File: src/rtl/mmx_writeback_controller_pkg.sv
// Shared widths, requester ids and helpers for the MMX writeback controller.
package mmx_pkg;

  localparam int MMX_DATA_WIDTH = 64;
  localparam int MMX_NUM_REGS   = 8;
  localparam int MMX_SEL_WIDTH  = 3;

  typedef enum logic {
    REQ_EX  = 1'b0,
    REQ_MEM = 1'b1
  } req_id_t;

  function automatic logic [3:0] popcount8(input logic [MMX_NUM_REGS-1:0] v);
    logic [3:0] cnt;
    cnt = 4'd0;
    for (int i = 0; i < MMX_NUM_REGS; i++) begin
      cnt = cnt + {3'b000, v[i]};
    end
    return cnt;
  endfunction

endpackage

File: src/rtl/mmx_writeback_controller_if.sv
// Bundles the writeback requesters, decode allocation/operand lookups and the register-file write port.
interface mmx_writeback_controller_if
  import mmx_pkg::*;
#(
  parameter int DATA_WIDTH = MMX_DATA_WIDTH,
  parameter int NUM_REGS   = MMX_NUM_REGS,
  parameter int SEL_WIDTH  = MMX_SEL_WIDTH
);

  logic                  ex_wb_valid;
  logic [SEL_WIDTH-1:0]  ex_wb_select;
  logic [DATA_WIDTH-1:0] ex_wb_data;
  logic                  ex_wb_ready;

  logic                  mem_wb_valid;
  logic [SEL_WIDTH-1:0]  mem_wb_select;
  logic [DATA_WIDTH-1:0] mem_wb_data;
  logic                  mem_wb_ready;

  logic                  alloc_valid;
  logic [SEL_WIDTH-1:0]  alloc_select;
  logic                  alloc_ready;

  logic [SEL_WIDTH-1:0]  src_a_select;
  logic [SEL_WIDTH-1:0]  src_b_select;
  logic                  src_a_busy;
  logic                  src_b_busy;

  logic [DATA_WIDTH-1:0] writeback_data;
  logic [SEL_WIDTH-1:0]  writeback_select;
  logic                  writeback_enable;

  logic [NUM_REGS-1:0]   pending;
  logic [3:0]            pending_count;

  modport slave (
    input  ex_wb_valid, ex_wb_select, ex_wb_data,
    output ex_wb_ready,
    input  mem_wb_valid, mem_wb_select, mem_wb_data,
    output mem_wb_ready,
    input  alloc_valid, alloc_select,
    output alloc_ready,
    input  src_a_select, src_b_select,
    output src_a_busy, src_b_busy,
    output writeback_data, writeback_select, writeback_enable,
    output pending, pending_count
  );

  modport master (
    output ex_wb_valid, ex_wb_select, ex_wb_data,
    input  ex_wb_ready,
    output mem_wb_valid, mem_wb_select, mem_wb_data,
    input  mem_wb_ready,
    output alloc_valid, alloc_select,
    input  alloc_ready,
    output src_a_select, src_b_select,
    input  src_a_busy, src_b_busy,
    input  writeback_data, writeback_select, writeback_enable,
    input  pending, pending_count
  );

endinterface

File: src/rtl/mmx_writeback_controller_scoreboard.sv
// Pending-write scoreboard: set on decode allocation, cleared on writeback, set wins on collision.
module mmx_scoreboard
  import mmx_pkg::*;
#(
  parameter int NUM_REGS  = MMX_NUM_REGS,
  parameter int SEL_WIDTH = MMX_SEL_WIDTH
) (
  input  logic                 clk,
  input  logic                 reset,
  input  logic                 alloc_valid,
  input  logic [SEL_WIDTH-1:0] alloc_select,
  output logic                 alloc_ready,
  input  logic                 wb_enable,
  input  logic [SEL_WIDTH-1:0] wb_select,
  input  logic [SEL_WIDTH-1:0] src_a_select,
  input  logic [SEL_WIDTH-1:0] src_b_select,
  output logic                 src_a_busy,
  output logic                 src_b_busy,
  output logic [NUM_REGS-1:0]  pending,
  output logic [3:0]           pending_count
);

  logic [NUM_REGS-1:0] pending_reg;
  logic [NUM_REGS-1:0] pending_next;
  logic [3:0]          count_reg;
  logic                alloc_fire;

  // A retiring write to the same register frees the slot for the new producer.
  assign alloc_ready = ~pending_reg[alloc_select] | (wb_enable & (wb_select == alloc_select));
  assign alloc_fire  = alloc_valid & alloc_ready;

  genvar gi;
  generate
    for (gi = 0; gi < NUM_REGS; gi++) begin : g_bit
      logic set_hit;
      logic clr_hit;
      assign set_hit = alloc_fire & (alloc_select == SEL_WIDTH'(gi));
      assign clr_hit = wb_enable & (wb_select == SEL_WIDTH'(gi));
      assign pending_next[gi] = set_hit | (pending_reg[gi] & ~clr_hit);
    end
  endgenerate

  always_ff @(posedge clk or negedge reset) begin
    if (!reset) begin
      pending_reg <= '0;
      count_reg   <= 4'd0;
    end else begin
      pending_reg <= pending_next;
      count_reg   <= popcount8(pending_next);
    end
  end

  assign pending       = pending_reg;
  assign pending_count = count_reg;
  assign src_a_busy    = pending_reg[src_a_select];
  assign src_b_busy    = pending_reg[src_b_select];

endmodule

File: src/rtl/mmx_writeback_controller.sv
// Round-robin writeback arbiter between EX and MEM with a one-cycle registered register-file write port.
module mmx_writeback_controller
  import mmx_pkg::*;
#(
  parameter int DATA_WIDTH = MMX_DATA_WIDTH,
  parameter int NUM_REGS   = MMX_NUM_REGS,
  parameter int SEL_WIDTH  = MMX_SEL_WIDTH
) (
  input  logic                        clk,
  input  logic                        reset,
  mmx_writeback_controller_if.slave   bus
);

  req_id_t               rr_ptr_reg;
  req_id_t               rr_ptr_next;
  logic                  grant_ex;
  logic                  grant_mem;
  logic                  wb_enable_reg;
  logic [SEL_WIDTH-1:0]  wb_select_reg;
  logic [DATA_WIDTH-1:0] wb_data_reg;

  // rr_ptr names the requester that wins the next contended cycle.
  always_comb begin
    grant_ex    = 1'b0;
    grant_mem   = 1'b0;
    rr_ptr_next = rr_ptr_reg;
    if (bus.ex_wb_valid && bus.mem_wb_valid) begin
      if (rr_ptr_reg == REQ_EX) begin
        grant_ex    = 1'b1;
        rr_ptr_next = REQ_MEM;
      end else begin
        grant_mem   = 1'b1;
        rr_ptr_next = REQ_EX;
      end
    end else if (bus.ex_wb_valid) begin
      grant_ex = 1'b1;
    end else if (bus.mem_wb_valid) begin
      grant_mem = 1'b1;
    end
  end

  always_ff @(posedge clk or negedge reset) begin
    if (!reset) begin
      rr_ptr_reg <= REQ_EX;
    end else begin
      rr_ptr_reg <= rr_ptr_next;
    end
  end

  // Data and select hold their last value on idle cycles; only enable drops.
  always_ff @(posedge clk or negedge reset) begin
    if (!reset) begin
      wb_enable_reg <= 1'b0;
      wb_select_reg <= '0;
      wb_data_reg   <= '0;
    end else begin
      wb_enable_reg <= grant_ex | grant_mem;
      if (grant_ex) begin
        wb_select_reg <= bus.ex_wb_select;
        wb_data_reg   <= bus.ex_wb_data;
      end else if (grant_mem) begin
        wb_select_reg <= bus.mem_wb_select;
        wb_data_reg   <= bus.mem_wb_data;
      end
    end
  end

  assign bus.ex_wb_ready      = grant_ex;
  assign bus.mem_wb_ready     = grant_mem;
  assign bus.writeback_enable = wb_enable_reg;
  assign bus.writeback_select = wb_select_reg;
  assign bus.writeback_data   = wb_data_reg;

  mmx_scoreboard #(
    .NUM_REGS  (NUM_REGS),
    .SEL_WIDTH (SEL_WIDTH)
  ) u_scoreboard (
    .clk           (clk),
    .reset         (reset),
    .alloc_valid   (bus.alloc_valid),
    .alloc_select  (bus.alloc_select),
    .alloc_ready   (bus.alloc_ready),
    .wb_enable     (wb_enable_reg),
    .wb_select     (wb_select_reg),
    .src_a_select  (bus.src_a_select),
    .src_b_select  (bus.src_b_select),
    .src_a_busy    (bus.src_a_busy),
    .src_b_busy    (bus.src_b_busy),
    .pending       (bus.pending),
    .pending_count (bus.pending_count)
  );

endmodule

File: src/flat_wrapper.sv
// flat-port wrapper written by rule: the top's interface ports become plain ports
module mmx_writeback_controller_flat import mmx_pkg::*;
#(
  parameter int DATA_WIDTH = MMX_DATA_WIDTH,
  parameter int NUM_REGS   = MMX_NUM_REGS,
  parameter int SEL_WIDTH  = MMX_SEL_WIDTH
)
  (clk, reset, bus_ex_wb_valid, bus_ex_wb_select, bus_ex_wb_data, bus_ex_wb_ready, bus_mem_wb_valid, bus_mem_wb_select, bus_mem_wb_data, bus_mem_wb_ready, bus_alloc_valid, bus_alloc_select, bus_alloc_ready, bus_src_a_select, bus_src_b_select, bus_src_a_busy, bus_src_b_busy, bus_writeback_data, bus_writeback_select, bus_writeback_enable, bus_pending, bus_pending_count);
  mmx_writeback_controller_if #(.DATA_WIDTH(DATA_WIDTH), .NUM_REGS(NUM_REGS), .SEL_WIDTH(SEL_WIDTH)) bus_i ();
  input  logic clk;
  input  logic reset;
  input wire logic [$bits(bus_i.ex_wb_valid)-1:0] bus_ex_wb_valid;
  input wire logic [$bits(bus_i.ex_wb_select)-1:0] bus_ex_wb_select;
  input wire logic [$bits(bus_i.ex_wb_data)-1:0] bus_ex_wb_data;
  output wire logic [$bits(bus_i.ex_wb_ready)-1:0] bus_ex_wb_ready;
  input wire logic [$bits(bus_i.mem_wb_valid)-1:0] bus_mem_wb_valid;
  input wire logic [$bits(bus_i.mem_wb_select)-1:0] bus_mem_wb_select;
  input wire logic [$bits(bus_i.mem_wb_data)-1:0] bus_mem_wb_data;
  output wire logic [$bits(bus_i.mem_wb_ready)-1:0] bus_mem_wb_ready;
  input wire logic [$bits(bus_i.alloc_valid)-1:0] bus_alloc_valid;
  input wire logic [$bits(bus_i.alloc_select)-1:0] bus_alloc_select;
  output wire logic [$bits(bus_i.alloc_ready)-1:0] bus_alloc_ready;
  input wire logic [$bits(bus_i.src_a_select)-1:0] bus_src_a_select;
  input wire logic [$bits(bus_i.src_b_select)-1:0] bus_src_b_select;
  output wire logic [$bits(bus_i.src_a_busy)-1:0] bus_src_a_busy;
  output wire logic [$bits(bus_i.src_b_busy)-1:0] bus_src_b_busy;
  output wire logic [$bits(bus_i.writeback_data)-1:0] bus_writeback_data;
  output wire logic [$bits(bus_i.writeback_select)-1:0] bus_writeback_select;
  output wire logic [$bits(bus_i.writeback_enable)-1:0] bus_writeback_enable;
  output wire logic [$bits(bus_i.pending)-1:0] bus_pending;
  output wire logic [$bits(bus_i.pending_count)-1:0] bus_pending_count;
  assign bus_i.ex_wb_valid = bus_ex_wb_valid;
  assign bus_i.ex_wb_select = bus_ex_wb_select;
  assign bus_i.ex_wb_data = bus_ex_wb_data;
  assign bus_ex_wb_ready = bus_i.ex_wb_ready;
  assign bus_i.mem_wb_valid = bus_mem_wb_valid;
  assign bus_i.mem_wb_select = bus_mem_wb_select;
  assign bus_i.mem_wb_data = bus_mem_wb_data;
  assign bus_mem_wb_ready = bus_i.mem_wb_ready;
  assign bus_i.alloc_valid = bus_alloc_valid;
  assign bus_i.alloc_select = bus_alloc_select;
  assign bus_alloc_ready = bus_i.alloc_ready;
  assign bus_i.src_a_select = bus_src_a_select;
  assign bus_i.src_b_select = bus_src_b_select;
  assign bus_src_a_busy = bus_i.src_a_busy;
  assign bus_src_b_busy = bus_i.src_b_busy;
  assign bus_writeback_data = bus_i.writeback_data;
  assign bus_writeback_select = bus_i.writeback_select;
  assign bus_writeback_enable = bus_i.writeback_enable;
  assign bus_pending = bus_i.pending;
  assign bus_pending_count = bus_i.pending_count;
  mmx_writeback_controller #(.DATA_WIDTH(DATA_WIDTH), .NUM_REGS(NUM_REGS), .SEL_WIDTH(SEL_WIDTH)) u_core (.clk(clk), .reset(reset), .bus(bus_i));
endmodule
File: config.mk
export PLATFORM = sky130hd
export DESIGN_NAME = mmx_writeback_controller_flat
export DESIGN_NICKNAME = d
export VERILOG_FILES = /design/src/rtl/mmx_writeback_controller_pkg.sv /design/src/rtl/mmx_writeback_controller_if.sv /design/src/rtl/mmx_writeback_controller_scoreboard.sv /design/src/rtl/mmx_writeback_controller.sv /design/src/flat_wrapper.sv
export SDC_FILE = /design/constraint.sdc
export NUM_CORES = 1
export LEC_CHECK = 0
export ABC_AREA = 1
export CAP_MARGIN = 20
export CORE_MARGIN = 3
export CORE_UTILIZATION = 42
export CTS_BUF_LIST = sky130_fd_sc_hd__clkbuf_8
export DETAILED_ROUTE_END_ITERATION = 6
export PLACE_DENSITY = 0.89
export SYNTH_ARGS = -nofsm -noshare
export SYNTH_HDL_FRONTEND = slang
export SYNTH_SLANG_ARGS = --single-unit
export TNS_END_PERCENT = 20
File: constraint.sdc
create_clock -name clk -period 6.92 [get_ports clk]
set_input_delay 1.384 -clock clk [delete_from_list [all_inputs] [get_ports clk]]
set_output_delay 1.384 -clock clk [all_outputs]
set_load 0.01 [all_outputs]
# [Word-level counts from Yosys, hierarchy flattened]
# Index checks and enable logic that the tools add are counted.
[classes] mux=17 bitwise=45 n_reduce_logical=4 eq_ne=15 order_cmp=3 addsub=7
[op_table] op="$mux 64" count=2
[op_table] op="$and 1x1->1" count=26
[op_table] op="$eq 3x3->1 const B" count=8
[op_table] op="$add 4x1->4" count=4
[op_table] op="$eq 3x2->1 const B" count=4
[op_table] op="$lt 3x4->1 const B" count=3
[op_table] op="$mux 1" count=10
[op_table] op="$or 1x1->1" count=10
[op_table] op="$bmux 1 s3" count=3
[op_table] op="$not 1->1" count=9
[op_table] op="$eq 3x1->1 const B" count=2
[op_table] op="$logic_not 3->1" count=2
[op_table] op="$mux 3" count=2
[op_table] op="$add 3x1->4" count=1
[op_table] op="$add 2x1->3" count=1
[op_table] op="$eq 3x3->1" count=1
[op_table] op="$add 1x1->2" count=1
[op_table] op="$reduce_bool 2->1" count=1
[op_table] op="$logic_and 1x1->1" count=1
[totals] ff_bits=81 word_cells=97

# [Depth between registers and ports, before layout]
# Gate-level depths: netlist of the first run.
[depth] word_depth=14 depth_mapped=18 depth_no_buf=17

# [Cells and area by module]
# From an unflattened synthesis of the first run, not the netlist that was laid out.
[hier_totals] hier_cells=520 hier_area_um2=4127.7
[by_module_without_submodules] module="mmx_writeback_controller" n_inst=1 area_each_um2=3105.5 cells_per_inst=380 seq_area_each_um2=1726.7
[by_module_without_submodules] module="mmx_scoreboard" n_inst=1 area_each_um2=1022.2 cells_per_inst=140 seq_area_each_um2=300.3

# [Worst setup path before layout of the first run]
# OpenSTA, ideal clock, no wires.
[synth_path] path_type="input to register" start="input port bus_alloc_select[0]" end="register u_core.u_scoreboard.count_reg[2], in the netlist u_core.u_scoreboard.pending_count[2]" t_required_ps=6797 arrival_ps=4455 path_stages=18 setup_slack_ps=2342 path_buffers=1 setup_ps=123 path_cell_list="buf_2 inv_2 nand2_1 nand2_1 nand2_1 nand3_1 nand3_4 nand3_1 nand2_1 fa_1 inv_1 fa_1 fa_1 inv_1 ha_1 inv_1 fa_1 xnor2_1"
[synth_between] elab_chain_len=14 elab_cells_between_ends=38
[synth_rtl] item="from (decl)" line_no="flat_wrapper.sv:21" source="input wire logic [$bits(bus_i.alloc_select)-1:0] bus_alloc_select;"
[synth_rtl] item="$bmux 1 s3" line_no="mmx_writeback_controller_scoreboard.sv:29" source="assign alloc_ready = ~pending_reg[alloc_select] | (wb_enable & (wb_select == alloc_select));"
[synth_rtl] item="$mux 1 (implied by the code)" line_no="mmx_writeback_controller_scoreboard.sv:29"
[synth_rtl] item="$not 1->1" line_no="mmx_writeback_controller_scoreboard.sv:29"
[synth_rtl] item="$or 1x1->1 *" line_no="mmx_writeback_controller_scoreboard.sv:29"
[synth_rtl] item="via bus_alloc_ready" line_no="flat_wrapper.sv:22" source="output wire logic [$bits(bus_i.alloc_ready)-1:0] bus_alloc_ready;"
[synth_rtl] item="$and 1x1->1 *" line_no="mmx_writeback_controller_scoreboard.sv:30" source="assign alloc_fire = alloc_valid & alloc_ready;"
[synth_rtl] item="$and 1x1->1 *" line_no="mmx_writeback_controller_scoreboard.sv:37" source="assign set_hit = alloc_fire & (alloc_select == SEL_WIDTH'(gi));"
[synth_rtl] item="$or 1x1->1 *" line_no="mmx_writeback_controller_scoreboard.sv:39" source="assign pending_next[gi] = set_hit | (pending_reg[gi] & ~clr_hit);"
[synth_rtl] item="via u_core.u_scoreboard.pending_next[1]" line_no="mmx_writeback_controller_scoreboard.sv:24" source="logic [NUM_REGS-1:0] pending_next;"
[synth_rtl] item="$add 1x1->2 *" line_no="mmx_writeback_controller_pkg.sv:17" source="cnt = cnt + {3'b000, v[i]};"
[synth_rtl] item="$add 2x1->3 *" line_no="mmx_writeback_controller_pkg.sv:17"
[synth_rtl] item="$add 3x1->4 *" line_no="mmx_writeback_controller_pkg.sv:17"
[synth_rtl] item="$add 4x1->4 * (4 in series)" line_no="mmx_writeback_controller_pkg.sv:17"
[synth_rtl] item="to (signal assigned)" line_no="mmx_writeback_controller_scoreboard.sv:49" source="count_reg <= popcount8(pending_next);"
[synth_rtl] item="to (decl)" line_no="mmx_writeback_controller_scoreboard.sv:25" source="logic [3:0] count_reg;"
# The timed path passes the listed nets; every way through them passes the cells marked *. The select of a mux whose other input is x is not followed.
# A chain may end at the register's enable or synchronous reset.

# [Worst setup path after layout of the first run]
[layout_path] start="input port bus_alloc_select[0]" end="register u_core.u_scoreboard.count_reg[2], in the netlist u_core.u_scoreboard.pending_count[2]"
[layout_between] elab_chain_len=14 elab_cells_between_ends=38
[layout_rtl] item="$bmux 1 s3" line_no="mmx_writeback_controller_scoreboard.sv:29"
[layout_rtl] item="$mux 1 (implied by the code)" line_no="mmx_writeback_controller_scoreboard.sv:29"
[layout_rtl] item="$not 1->1" line_no="mmx_writeback_controller_scoreboard.sv:29"
[layout_rtl] item="$or 1x1->1" line_no="mmx_writeback_controller_scoreboard.sv:29"
[layout_rtl] item="$and 1x1->1" line_no="mmx_writeback_controller_scoreboard.sv:30"
[layout_rtl] item="$and 1x1->1 *" line_no="mmx_writeback_controller_scoreboard.sv:37"
[layout_rtl] item="$or 1x1->1 *" line_no="mmx_writeback_controller_scoreboard.sv:39"
[layout_rtl] item="via u_core.u_scoreboard.pending_next[1]" line_no="mmx_writeback_controller_scoreboard.sv:24"
[layout_rtl] item="$add 1x1->2 *" line_no="mmx_writeback_controller_pkg.sv:17"
[layout_rtl] item="$add 2x1->3 *" line_no="mmx_writeback_controller_pkg.sv:17"
[layout_rtl] item="$add 3x1->4 *" line_no="mmx_writeback_controller_pkg.sv:17"
[layout_rtl] item="$add 4x1->4 * (4 in series)" line_no="mmx_writeback_controller_pkg.sv:17"
# Marks and branches as above.

==> flow_summary.yaml, run 1 <==
status:
  status: "complete, no violations"
drt:
  routed_wl_um: 13300
  wl_per_cell_um: 16.3
  drt.antenna.violating_nets: 0
  first_pass_iters: 5
  vias_per_cell: 5.20
  drcViolationCount: 0
  drtIter0Drc: 188
  vias: 4250
synth:
  syn_inst: 483
  synth.avg_cell_area_um2: 8.07
  synth_xor_area_frac: 0.00225
  synth_edf_count: 0
  yosysWarningCount: 0
  seq_area_frac_synth: 0.520
  synthDistinctLibCells: 22
  synth_top_family_by_area: "simple AND/OR/NAND/NOR gates"
  async_reset_ff_frac: 1.00
  synth_compound_area_frac: 0.117
  synth_fa_ha_area_frac: 0.0302
  yosys.area_share.simple: 0.274
  synth_mux_area_frac: 0
  yosysTopAreaCellShare: 0.520
  synth_nets: 638
  syn_area_um2: 3900
  ys_ff_latch: 81
  ys.flop_type: "dfrtp_1"
  synth.area.top_cells: "dfrtp_1 (52%), nand2_1 (19%), nand3_1 (6.3%)"
  synth_top_area_cell: "dfrtp_1"
worst_setup_path:
  crit_slowest_cell: "clkdlybuf4s50_1"
  worstPathRequired_ns: 7.15
  cp-start-kind: "input port"
  cp_max_fo: 9
  worst_ep_arrival_time_ns: 5.17
  path_class: "in2reg"
  cp_cell_sequence: "clkdlybuf4s50_1 -> inv_2 -> nand2_1 -> nand2_1 -> nand2_1 -> nand3_1 -> nand3_4 -> nand3_1 -> nand2_1 -> fa_1 -> inv_1 -> fa_1 -> fa_1 -> inv_1 -> ha_1 -> inv_1 -> fa_1 -> xnor2_1"
  slowest_delay_ns: 0.55
  worstSetupEndpointType: "flop"
placed_design:
  place.gp.congestion: 0.913
  dp_hpwl_um: 10100
  port_buffers: 232
  dp.cells: 800
cells_and_area:
  final_nets: 860
  num_antenna_cells: 0
  finish.utilization: 0.735
  drive_gt1_frac: 0.0366
  largest_register_ffs: 64
  final_cells: 818
  area_growth_pct: 66.8
sta:
  fin_crit_ns: 4.94
  tns_ns: 0
  fmax_mhz: 202
  finalCritPeriodShare: 0.714
  slew_violations: 0
  tightestPinTransition_ns: 0.819
  maxSlewHeadroom: 0.454
  rsz0062_at_grt: "false"
  setup_viol: 0
  fin_skew_ns: 0.00673
  hold_violations: 0
clocking:
  htreeDepth: 3
  cts.sinks: 81
  cts_root_buf: "clkbuf_8"
  cts_tree: "yes"
  cts_resized: 0
  holdBufCountCts: 0
  clk_pin_slew_ns: 0.08
  post-cts-setup-buffers: 0
  cts_buffer_depth: 2
  cts_buffers: 9
  clk_latency_ns: 0.35
global_routing:
  grt_overflow: 0
  grt_max_degree: 91
  grt_pass1_vias: 4290
  grt_antenna_before_repair: 0
  grt_usage: 0.258
  grt_pass1_wl_um: 20900
floorplan:
  die_area_um2: 10500
  rows: 34
  die_y_um: 102
  die_w_um: 102
  core_area_um2: 8850
  start_util: 0.440
  ios: 233
pwr:
  power.density_nw_per_um2: 252
  p_leak_nw: 2.86
  peakVddDrop_v: 0.000131
  fin_total_pwr_mw: 1.64
flow_run:
  maxCapViolations: 0
min_path:
  worstHoldPathType: "reg2reg"
[worst max-delay path, delay by kind of cell]
family / cells / cell delay [ns]
XOR/XNOR: 1 / 0.13
AND/OR/NAND/NOR: 7 / 0.64
buffers and inverters: 5 / 0.92
adder cells (fa/ha/maj): 5 / 2.10
[metal layers]
metal  track usage  part of all wire
met1         0.299              0.37
met3        0.0758             0.095
met5             0                 0
met4         0.105             0.024
met2         0.448              0.51
[cells in the final DEF, fill, tap and decap left out, types with 2 or more instances in the layout]
cell type and n:
o21ai_1 7, clkdlybuf4s50_1 231, nand2_1 195, a31oi_1 2, o22ai_1 26, nor2_1 16
buf_4 3, bufinv_16 2, a21oi_1 5, nand3_1 49, o211ai_1 5, dfrtp_1 81
clkbuf_8 9, fa_1 4, inv_2 4, inv_1 24, o21ai_0 35, clkinvlp_4 2
ha_1 3
[stage by stage]
stage	area, µm²	hold WS (ns)	setup WS (ns)
floorplan	3900	0.519	2.34
global route	6500	0.514	1.77
CTS	6450	0.494	1.79
finish	6500	0.491	1.98
global placement	6240	0.470	1.77
detailed placement	6240	0.472	1.68
[power by group]
part           internal, mW  switching, mW
registers             0.556         0.0639
clock network         0.200          0.166
logic                 0.340          0.309
total                  1.10          0.539
[cells by family (layout without fill, tap and decap cells)]
kind of cell | Yosys count | count (layout)
buffers and inverters | 51 | 278
AND/OR/NAND/NOR | 262 | 262
flip-flops | 81 | 81
XOR/XNOR | 1 | 1
AO/OA/AOI/OAI | 81 | 81
adder cells (fa/ha/maj) | 7 | 7
[layout make-up]
cell class / count / area [µm²]
well taps: 108 / 135
clock inverters: 7 / 87.6
clock buffers: 9 / 124
fillers: 645 / 2350
flip-flops and latches: 81 / 2030
multi-input cells: 351 / 1650
inverters: 26 / 97.6
repair buffers: 236 / 2380
[Yosys cell counts, types with 2 or more instances]
| cell | n |
|---|---|
| inv_2 | 4 |
| fa_1 | 4 |
| dfrtp_1 | 81 |
| o21ai_1 | 7 |
| inv_1 | 22 |
| a31oi_1 | 2 |
| o21ai_0 | 35 |
| ha_1 | 3 |
| buf_2 | 6 |
| o211ai_1 | 5 |
| nand3_1 | 49 |
| a21oi_1 | 5 |
| buf_4 | 4 |
| o22ai_1 | 26 |
| clkbuf_1 | 14 |
| nand2_1 | 195 |
| nor2_1 | 16 |
[final timing paths]
| kind | start | endpoint | slack (ns) | cells after the start |
|---|---|---|---|---|
| min reg2reg | u_core.bus.writeback_data[22] | u_core.bus.writeback_data[22] | 0.49 | 2 |
| max reg2reg | u_core.bus.writeback_select[0] | u_core.u_scoreboard.pending_count[2] | 3.21 | 17 |
| max | bus_alloc_select[0] | u_core.u_scoreboard.pending_count[2] | 1.98 | 18 |
| min in group asynchronous | reset | u_core.bus.writeback_data[49] | 0.84 | 1 |
| min | u_core.bus.writeback_data[22] | u_core.bus.writeback_data[22] | 0.49 | 2 |
| max in group asynchronous | reset | u_core.bus.writeback_data[29] | 5.50 | 2 |
Power figures use the tool's default switching activity.
==> run 2: changes to the inputs <==
Settings changed: CORE_UTILIZATION 42 to 35, PLACE_DENSITY 0.89 to 0.79.
Clock period 6.92 ns to 4.32 ns, I/O delays scaled along.
==> flow_summary.yaml, run 2 (same netlist as run 1, synthesis figures left out) <==
pwr:
  peakVddDrop_v: 0.000214
  fin_total_pwr_mw: 2.56
  p_seq_frac: 0.386
  p_leak_nw: 2.89
  p_sw_frac: 0.336
  p_clk_frac: 0.208
  power.density_nw_per_um2: 391
  p_comb_frac: 0.406
  switchingPower_mw: 0.860
  p_int_mw: 1.70
flow_run:
  maxCapViolations: 0
sta:
  fmax_mhz: 240
  fin_crit_ns: 4.17
  rsz0062_at_grt: "false"
  slew_violations: 0
  hold_violations: 0
  maxSlewHeadroom: 0.442
  fin_skew_ns: 0.0105
  tightestPinTransition_ns: 0.837
  setup_viol: 0
  finalCritPeriodShare: 0.965
worst_setup_path:
  r2r_cells: 17
  cp-start-kind: "input port"
  worstSetupEndpointType: "flop"
  crit_buf_inv: 6
  cp_max_fo: 6
  worstPathRequired_ns: 4.56
  crit_slowest_cell: "fa_1"
  crit_family: "adder cells"
  path_class: "in2reg"
  slowest_delay_ns: 0.54
  cp_num_cells: 17
  cp_cell_sequence: "clkdlybuf4s50_1 -> inv_2 -> nor2_1 -> nor2_1 -> nand2_1 -> nand3_4 -> nand3_1 -> nand2_1 -> fa_1 -> inv_1 -> fa_1 -> fa_1 -> inv_1 -> ha_1 -> inv_1 -> fa_1 -> inv_1"
  worst_ep_arrival_time_ns: 4.40
global_routing:
  grt_overflow: 0
  grt_antenna_before_repair: 0
  grt_util_met3: 0.0652
  grt_max_degree: 91
  grt_pass1_wl_um: 21300
  busiest_layer: "met2"
  grtUsageMet2: 0.367
  use_met1: 0.244
  grt_pass1_vias: 4272
  grt_usage: 0.209
cells_and_area:
  area_growth_pct: 68.0
  drive_gt1_frac: 0.0475
  num_antenna_cells: 0
  final_cell_mix: "clkdlybuf4s50_1 (229), nand2_1 (195), dfrtp_1 (81), nand3_1 (49), o21ai_0 (35)"
  final_common_cell: "clkdlybuf4s50_1"
  largest_register_ffs: 64
  finish.utilization: 0.620
  final_cells: 852
  final_nets: 866
clocking:
  clk_latency_ns: 0.35
  cts_buffers: 9
  cts_root_buf: "clkbuf_8"
  cts.sinks: 81
  cts_buffer_depth: 2
  htreeDepth: 3
  clk_pin_slew_ns: 0.08
  cts_tree: "yes"
min_path:
  worstHoldPathType: "in2async"
floorplan:
  die_area_um2: 12400
  die_y_um: 112
  die_w_um: 112
  rows: 37
  ios: 233
  start_util: 0.369
  core_area_um2: 10600
drt:
  vias_per_cell: 4.89
  drtIter0Drc: 335
  vias: 4167
  drcViolationCount: 0
  drt.antenna.violating_nets: 0
  wl_per_cell_um: 15.2
  first_pass_iters: 4
  routed_wl_um: 13000
placed_design:
  dp.cells: 835
  port_buffers: 232
  dp_hpwl_um: 9740
  place.gp.congestion: 0.888
status:
  status: "complete, no violations"
[run 2: stage by stage]
step	cell area, µm²	setup slack [ns]	hold WS, ns	TNS (ns)
after floorplan	3900	0.262	0.519	0
after global placement	6330	-0.238	0.470	-0.476
after detailed placement	6330	-0.398	0.472	-0.807
after CTS	6520	0.137	0.493	0
after global routing	6550	0.000446	0.301	0
final	6550	0.153	0.336	0
[run 2: metal layers]
layer,part of all wire,vias to the layer above
met5,0,-
met3,0.088,23
li1,-,2033
met2,0.51,190
met4,0.018,0
met1,0.39,1921
[run 2: final cells by class]
class | instances | area, µm²
Fill cell | 896 | 4010
Timing Repair Buffer | 242 | 2420
Sequential cell | 81 | 2030
Multi-Input combinational cell | 351 | 1650
Tap cell | 136 | 170
Clock buffer | 9 | 124
Inverter | 26 | 97.6
Clock inverter | 7 | 63.8
[run 2: worst reg2reg max path: stages, from the launching register on]
cell and delay [ns]:
dfrtp_1 0.44, inv_1 0.14, nand2_1 0.06, nand2_1 0.06, nor2_1 0.04, nand2_1 0.11
nand3_4 0.11, nand3_1 0.08, nand2_1 0.10, fa_1 0.54, inv_1 0.05, fa_1 0.50
fa_1 0.49, inv_1 0.09, ha_1 0.18, inv_1 0.06, fa_1 0.48, inv_1 0.04
[run 2: path summary, 6_finish.rpt]
kind	slack (ns)	from	to
min in group clk	0.49	u_core.bus.writeback_data[11]	u_core.bus.writeback_data[11]
min	0.34	reset	u_core.bus.writeback_data[42]
max in group asynchronous	3.41	reset	u_core.bus.writeback_data[20]
max reg2reg	0.67	u_core.bus.writeback_select[0]	u_core.u_scoreboard.pending_count[1]
min reg2reg	0.49	u_core.bus.writeback_data[11]	u_core.bus.writeback_data[11]
max	0.15	bus_alloc_select[1]	u_core.u_scoreboard.pending_count[1]
[run 2: what timing repair did]
item | CTS | global route
endpoints found under the setup margin | 2 | 2
cloned | 0 | 0
setup buffers | 0 | 0
hold buffers | 0 | 0
gates resized for setup | 1 | 3
[run 2: power by group through the flow]
| stage | logic, mW | clock network [mW] | registers (mW) |
|---|---|---|---|
| detailed placement | 1.04 | 0 | 1.00 |
| global placement | 0.990 | 0 | 0.997 |
| CTS | 1.05 | 0.551 | 0.988 |
| floorplan | 0.425 | 0 | 1.04 |
| finish | 1.04 | 0.532 | 0.989 |
| global route | 1.15 | 0.589 | 1.01 |
==> run 3: changes to the inputs <==
Settings changed: CORE_UTILIZATION 35 to 39, PLACE_DENSITY 0.79 to 0.83.
Clock period 4.32 ns to 4.04 ns, I/O delays scaled along.
==> flow_summary.yaml, run 3 (same netlist as run 1, synthesis figures left out) <==
global_routing:
  grt_overflow: 0
  grt_usage: 0.231
  grt_max_degree: 91
  grt_antenna_before_repair: 0
  grt_pass1_vias: 4317
  grt_pass1_wl_um: 20900
cells_and_area:
  stdcell_area_um2: 6620
  area_growth_pct: 69.9
  final_cells: 848
  largest_register_ffs: 64
  drive_gt1_frac: 0.0668
  final_nets: 869
  num_antenna_cells: 0
  final_cell_mix: "clkdlybuf4s50_1 (228), nand2_1 (192), dfrtp_1 (81), nand3_1 (47), o21ai_0 (35)"
  final_common_cell: "clkdlybuf4s50_1"
min_path:
  worstHoldPathType: "in2async"
sta:
  hold_violations: 0
  slew_violations: 0
  tns_ns: 0
  fmax_mhz: 257
  tightestPinTransition_ns: 0.819
  maxSlewHeadroom: 0.454
  rsz0062_at_grt: "false"
  setup_viol: 0
  finalCritPeriodShare: 0.963
  fin_skew_ns: 0.0112
  fin_crit_ns: 3.89
floorplan:
  die_y_um: 106
  core_area_um2: 9460
  start_util: 0.412
  rows: 35
  ios: 233
  die_w_um: 106
  die_area_um2: 11200
drt:
  drt.antenna.violating_nets: 0
  drtIter0Drc: 191
  vias: 4209
  first_pass_iters: 5
  wl_per_cell_um: 15.3
  routed_wl_um: 13000
  drcViolationCount: 0
  vias_per_cell: 4.96
flow_run:
  maxCapViolations: 0
clocking:
  cts_buffers: 9
  holdBufCountCts: 0
  htreeDepth: 3
  clk_latency_ns: 0.34
  cts_root_buf: "clkbuf_8"
  cts.sinks: 81
  clk_pin_slew_ns: 0.09
  cts_tree: "yes"
  cts_buffer_depth: 2
pwr:
  power.density_nw_per_um2: 432
  peakVddDrop_v: 0.000205
  p_leak_nw: 2.91
worst_setup_path:
  cp_max_fo: 5
  worstSetupEndpointType: "flop"
  worst_ep_arrival_time_ns: 4.13
  cp-start-kind: "input port"
  worstPathRequired_ns: 4.28
  path_class: "in2reg"
placed_design:
  dp_hpwl_um: 9920
  dp.cells: 830
  post_dp_cell_area_um2: 6340
  port_buffers: 232
  place.gp.congestion: 0.884
status:
  status: "complete, no violations"
[run 3: per-layer routing]
metal,wire length (µm),vias to the layer above,global-route usage
li1,-,2040,-
met1,5110,1965,0.271
met3,1040,16,0.0729
met2,6650,188,0.407
met4,180,0,0.0685
met5,0,-,0
[run 3: path summary, 6_finish.rpt]
kind / end / slack (ns) / cells past startpoint / from
setup / recovery: u_core.u_scoreboard.pending_count[1] / 0.15 / 18 / bus_alloc_select[2]
hold / removal: u_core.bus.writeback_data[30] / 0.27 / 1 / reset
setup reg to reg: u_core.u_scoreboard.pending_count[1] / 0.40 / 17 / u_core.bus.writeback_select[0]
hold reg to reg: u_core.bus.writeback_data[46] / 0.49 / 2 / u_core.bus.writeback_data[46]
max in group asynchronous: u_core.bus.writeback_data[15] / 3.18 / 2 / reset
min in group clk: u_core.bus.writeback_data[46] / 0.49 / 2 / u_core.bus.writeback_data[46]
[run 3: worst max-delay path, stage by stage]
cell and delay, ns:
dlygate4sd2_1 0.28, inv_2 0.09, nand2_1 0.05, nand2_1 0.05
nor2_1 0.04, nand2_1 0.09, nand3_4 0.12, nand3_2 0.08
nand2_2 0.06, fa_1 0.55, inv_1 0.06, fa_1 0.54
fa_1 0.43, inv_1 0.08, ha_2 0.18, inv_1 0.06
fa_2 0.52, inv_1 0.04
[run 3: final cells by class]
class / instances / area, µm²
multi-input cells: 351 / 1670
fillers: 760 / 2840
repair buffers: 245 / 2430
clock inverters: 6 / 90.1
inverters: 26 / 97.6
well taps: 129 / 161
clock buffers: 10 / 138
flip-flops and latches: 81 / 2030
[run 3: report_power, final]
part,internal [mW],switching [mW]
clock network,0.367,0.294
logic,0.602,0.537
registers,0.952,0.105
total,1.92,0.937
[run 3: what timing repair did]
| item | in CTS | in global routing |
|---|---|---|
| setup buffers | 0 | 1 |
| pin swaps | 3 | 4 |
| endpoints found under the setup margin | 2 | 2 |
| resized for setup | 3 | 12 |
[run 3: per-stage QoR]
stage               hold WS (ns)  utilization  power [mW]  worst slack, ns
global placement           0.469        0.670        2.12           -0.438
global route               0.240        0.700        3.05           0.0104
detailed placement         0.477        0.670        2.20           -0.617
CTS                        0.496        0.694        2.87           0.0109
finish                     0.270        0.700        2.86            0.150
floorplan                  0.512            -        1.57           0.0377
==> RTL change 1, RTL diff (config.mk and constraints of run 2) <==
Set the package constant `MMX_SEL_WIDTH` to 2 (it was 3).
--- a/src/rtl/mmx_writeback_controller_pkg.sv
+++ b/src/rtl/mmx_writeback_controller_pkg.sv
@@ -3,7 +3,7 @@
 
   localparam int MMX_DATA_WIDTH = 64;
   localparam int MMX_NUM_REGS   = 8;
-  localparam int MMX_SEL_WIDTH  = 3;
+  localparam int MMX_SEL_WIDTH  = 2;
 
   typedef enum logic {
     REQ_EX  = 1'b0,
Ports: changed (6 resized); port bits go from 233 to 227. The function was not compared with the original's and may differ.
==> RTL change 1 against run 2 <==
  * Cell count decreased by 3.5%
  * Clock power increased by 3%
  * Total power decreased by 5.7%
  * Worst setup slack improved by 0.21 ns
  * Non-clock buffer count decreased by 5
  * Routed wire length decreased by 7.8%
  * Global-route usage decreased by 0.99 points
  * Cell area decreased by 3.8%
  * Synthesized area decreased by 4.6%
  * Sequential cell count decreased by 1
  * Critical path type unchanged
  * Largest cell class unchanged
==> RTL change 1: results (changes against run 2) <==
Hold WS: 0.4715 ns (was 0.3361 ns)
Tightest Pin Transition: 0.7050 ns (was 0.8367 ns)
Clock buf/inv share: 3.080% (was 2.866%)
non-clock buffer count: 237 (was 242)
Num CTS Buffers: 9 (unchanged)
most area-consuming cells after synthesis: dfrtp_1 (54%), nand2_1 (23%), nand3_1 (9.7%), inv_1 (2.2%), fa_1 (2.2%) (was dfrtp_1 (52%), nand2_1 (19%), nand3_1 (6.3%), o21ai_0 (4.5%), o22ai_1 (4.2%))
R2R Setup Slk: 0.62 ns (was 0.67 ns)
Compound-Gate Fraction of Synth Area: 1.918% (was 11.72%)
vias in the first global route: 3922 (was 4272)
M1 WL: 4.698 mm (was 5.032 mm)
IO Port Bufs: 226 (was 232)
multi-input gate area in the final layout: 0.001473 sq mm (was 0.001649 sq mm)
dpl hpwl: 8.995 mm (was 9.741 mm)
#MultiIn Comb: 331 (was 351)
final-stage net count: 835 (was 866)
clk_skew: 0.01298 ns (was 0.01047 ns)
syn_area_per_cell: 8.101 sq um (was 8.069 sq um)
RR Startpoint: u_core.bus.writeback_select[1] (was u_core.bus.writeback_select[0])
Starting DRT DRC Count: 227 (was 335)
xor/xnor share of the synthesized area: 0.4711% (was 0.2247%)
sequential share of the synthesized area: 53.84% (was 52.01%)
Lkg Pwr: 2.908 nW (was 2.891 nW)
Synth Area in Adders: 3.163% (was 3.018%)
worst setup margin: 0.3597 ns (was 0.1531 ns)
drt first pass iters: 7 (was 4)
Setup crit start: bus_alloc_select[0] (was bus_alloc_select[1])
FF+latch count: 80 (was 81)
largest net degree at the start of global routing: 81 (was 91)
Routability Congestion: 0.8290 (was 0.8879)
top cells by count, synth: nand2_1 (232), dfrtp_1 (80), nand3_1 (72), inv_1 (22) (was nand2_1 (195), dfrtp_1 (81), nand3_1 (49), o21ai_0 (35), o22ai_1 (26))
maximum VDD drop: 0.1884 mV (was 0.2137 mV)
fill count: 867 (was 896)
clock buf count: 10 (was 9)
DR vias/cell: 4.679 (was 4.891)
met2 wire length: 5.893 mm (was 6.578 mm)
Mapped Nets: 609 (was 638)
layout cells sized above 1: 5.080% (was 4.749%)
dpl ws: -0.4752 ns (was -0.3979 ns)
placed inst area: 0.006063 sq mm (was 0.006331 sq mm)
outcome: complete, no violations (unchanged)
count of cell types in the netlist: 21 (was 22)
Non-clock buffer share: 37.55% (was 36.90%)
first-pass GRT wire length: 18.54 mm (was 21.29 mm)
==> RTL change 1: cell count changes in the layout (fill, tap and decap cells not counted), moves of 3 or more <==
| cell | delta |
|---|---|
| nor2_1 | -12 |
| nand2_1 | +36 |
| o21ai_0 | -33 |
| clkdlybuf4s50_1 | -6 |
| nand3_1 | +23 |
| o21ai_1 | -6 |
| o211ai_1 | -3 |
| o22ai_1 | -26 |
==> RTL change 1: power breakdown <==
| part | switching (mW) | internal (mW) |
|---|---|---|
| sequential | 0.0796 | 0.873 |
| combinational | 0.421 | 0.491 |
| clock | 0.268 | 0.280 |
==> RTL change 1: metal layers <==
layer  track usage, %  vias up
met5                0        -
met4            7.033        0
met3            5.684       20
met2            35.26      176
met1            22.94     1761
li1                 -     1889
==> RTL change 1: cell families (layout without fill, tap and decap cells) <==
kind of cell / Yosys count / after routing
xor gates and xnor gates: 2 / 2
buffers and inverters: 48 / 278
and+or+nand+nor: 311 / 311
adders and majority gates: 7 / 7
DFF: 80 / 80
AOI/OAI and AO/OA: 11 / 11
==> RTL change 2, RTL diff (config.mk and constraints of run 2) <==
Made on the original files. `pending_reg` no longer has a reset.
--- a/src/rtl/mmx_writeback_controller_scoreboard.sv
+++ b/src/rtl/mmx_writeback_controller_scoreboard.sv
@@ -42,12 +42,14 @@
 
   always_ff @(posedge clk or negedge reset) begin
     if (!reset) begin
-      pending_reg <= '0;
       count_reg   <= 4'd0;
     end else begin
-      pending_reg <= pending_next;
       count_reg   <= popcount8(pending_next);
     end
+  end
+
+  always_ff @(posedge clk) begin
+    pending_reg <= pending_next;
   end
 
   assign pending       = pending_reg;
Formal check against the unedited RTL: not equivalent (Yosys sat finds a counterexample within 4 cycles, from zero or initial values and one cycle with reset low).
==> RTL change 2 against run 2 <==
  * Synthesized area shrank 1.0%
  * Synthesized cell count did not move
  * Via count is 0.22% lower
  * Non-clock buffer count decreased by 1
  * Sequential cell count stayed put
  * Routed wire length grew 2.3%
  * Largest power group unchanged
  * Worst setup slack got worse by 0.030 ns
  * Cell area down 1.6%
  * Utilization down 0.71 points
  * Sequential power is essentially flat
  * Total power decreased by 3.3%
  * Critical path type unchanged
==> RTL change 2: results (changes against run 2) <==
share of flip-flops with an asynchronous set or reset: 90.12% (was 100.0%)
largest net degree at the start of global routing: 91 (unchanged)
final wirelength: 13.29 mm (was 12.99 mm)
RR Startpoint: u_core.bus.writeback_select[0] (unchanged)
Max clock buf depth: 2 (unchanged)
layout cells sized above 1: 3.933% (was 4.749%)
Num CTS Buffers: 9 (unchanged)
max reg flops: 64 (unchanged)
Slowest cell on crit path: fa_1 (unchanged)
R2R Setup Slk: 0.69 ns (was 0.67 ns)
clk_skew: 0.007621 ns (was 0.01047 ns)
final-stage net count: 865 (was 866)
top cells by count, synth: nand2_1 (195), dfrtp_1 (73), nand3_1 (49), o21ai_0 (35), o22ai_1 (26) (was nand2_1 (195), dfrtp_1 (81), nand3_1 (49), o21ai_0 (35), o22ai_1 (26))
Starting DRT DRC Count: 178 (was 335)
first-pass GRT wire length: 21.37 mm (was 21.29 mm)
Synth Warn #: 0 (unchanged)
outcome: complete, no violations (unchanged)
slowest cell delay on critical path: 0.54 ns (about the same)
# diodes: 0 (unchanged)
maximum VDD drop: 0.2214 mV (was 0.2137 mV)
Clock Tree Root: clkbuf_8 (unchanged)
vias in the first global route: 4333 (was 4272)
antenna violations before repair: 0 (unchanged)
Worst-Skew Late Latency: 0.34 ns
sequential share of the synthesized area: 51.51% (was 52.01%)
hold endpoint: u_core.bus.writeback_data[42]
most area-consuming cells after synthesis: dfrtp_1 (47%), nand2_1 (19%), nand3_1 (6.4%), o21ai_0 (4.5%), o22ai_1 (4.2%) (was dfrtp_1 (52%), nand2_1 (19%), nand3_1 (6.3%), o21ai_0 (4.5%), o22ai_1 (4.2%))
R2R cell count: 17 (unchanged)
Cells on Worst Hold Path: 2
hold_sp: u_core.bus.writeback_data[42]
IO Port Bufs: 232 (unchanged)
Lkg Pwr: 2.832 nW (was 2.891 nW)
Worst-path clk slew: 0.08 ns (about the same)
Slew headroom: 37.37% (was 44.22%)
H-tree levels: 3 (unchanged)
Routability Congestion: 0.9095 (was 0.8879)
crit path max fanout: 5 (was 6)
Hold Path Class: flop to flop (was input port to asynchronous set/reset pin)
dpl hpwl: 10.09 mm (was 9.741 mm)
Mapped Nets: 638 (unchanged)
GRT Util Overall: 21.36% (was 20.93%)
drt first pass iters: 4 (unchanged)
worst r2r dst: u_core.u_scoreboard.pending_count[2] (was u_core.u_scoreboard.pending_count[1])
DR vias/cell: 4.903 (was 4.891)
fill count: 908 (was 896)
count of cell types in the netlist: 23 (was 22)
==> RTL change 2: cell count changes after synthesis, sizes merged <==
| cell | delta |
|---|---|
| dfxtp | +8 |
| dfrtp | -8 |
==> RTL change 2: cell type report <==
class,instances,area [sq um],share of cell area (%)
clock buffers,10,137.6,2.136
clock inverters,3,12.51,0.1942
inverters,26,97.59,1.515
multi-input cells,351,1649,25.59
flip-flops and latches,81,1987,30.84
well taps,136,170.2,2.641
repair buffers,241,2390,37.09
==> RTL change 2: per-stage QoR <==
step	hold WS [ns]	instances	area, sq um	setup slack [ns]
6_report	0.4863	848	6444	0.1230
5_1_grt	0.5122	848	6444	0.006798
4_1_cts	0.4917	848	6441	0.01650
3_5_place_dp	0.4721	835	6291	-0.3510
3_3_place_gp	0.4669	835	6291	-0.2145
2_1_floorplan	0.5187	483	3857	0.2617
==> RTL change 2: cell families (layout without fill, tap and decap cells) <==
group | after synthesis | after routing | share of synthesized area, %
AOI/OAI and AO/OA | 81 | 81 | 11.84
xor gates and xnor gates | 1 | 1 | 0.2271
adders and majority gates | 7 | 7 | 3.049
buffers and inverters | 51 | 280 | 5.741
DFF | 81 | 81 | 51.51
and+or+nand+nor | 262 | 262 | 27.64
==> RTL change 2: worst max-delay path: cells and delay by family <==
kind                     cells  cell delay [ns]
adder cells (fa/ha/maj)      5             2.07
buffers and inverters        5             0.81
AND/OR/NAND/NOR              7             0.55
XOR/XNOR                     1             0.13
==> RTL change 2: worst max-delay path by stage <==
stage                              startpoint                                    to  slack, ns  cells past startpoint
after floorplan           bus_alloc_select[0]  u_core.u_scoreboard.pending_count[2]       0.26                     18
after global placement    bus_alloc_select[0]  u_core.u_scoreboard.pending_count[1]      -0.21                     18
after detailed placement  bus_alloc_select[0]  u_core.u_scoreboard.pending_count[2]      -0.35                     18
after CTS                 bus_alloc_select[0]  u_core.u_scoreboard.pending_count[2]       0.02                     18
after global routing      bus_alloc_select[2]  u_core.u_scoreboard.pending_count[2]      0.007                     18
final                     bus_alloc_select[2]  u_core.u_scoreboard.pending_count[2]       0.12                     18
==> RTL change 2: routing by layer <==
layer	share of wire, %	vias up	track usage [%]
met5	0	-	0
met4	2.5	0	7.553
met3	9.1	22	7.151
met2	48	190	36.17
met1	40	1917	25.30
li1	-	2029	-
==> RTL change 2: repair_timing <==
action                                 CTS  global route
setup buffers                            0             0
setup endpoints to repair                0             2
resized for setup                        0             1
endpoints found under the hold margin    0             0
==> RTL change 2: report_power, final <==
| group | internal (mW) | total (mW) | switching (mW) |
|---|---|---|---|
| sequential | 0.892 | 0.990 | 0.0979 |
| combinational | 0.541 | 1.02 | 0.481 |
| clock | 0.210 | 0.462 | 0.252 |
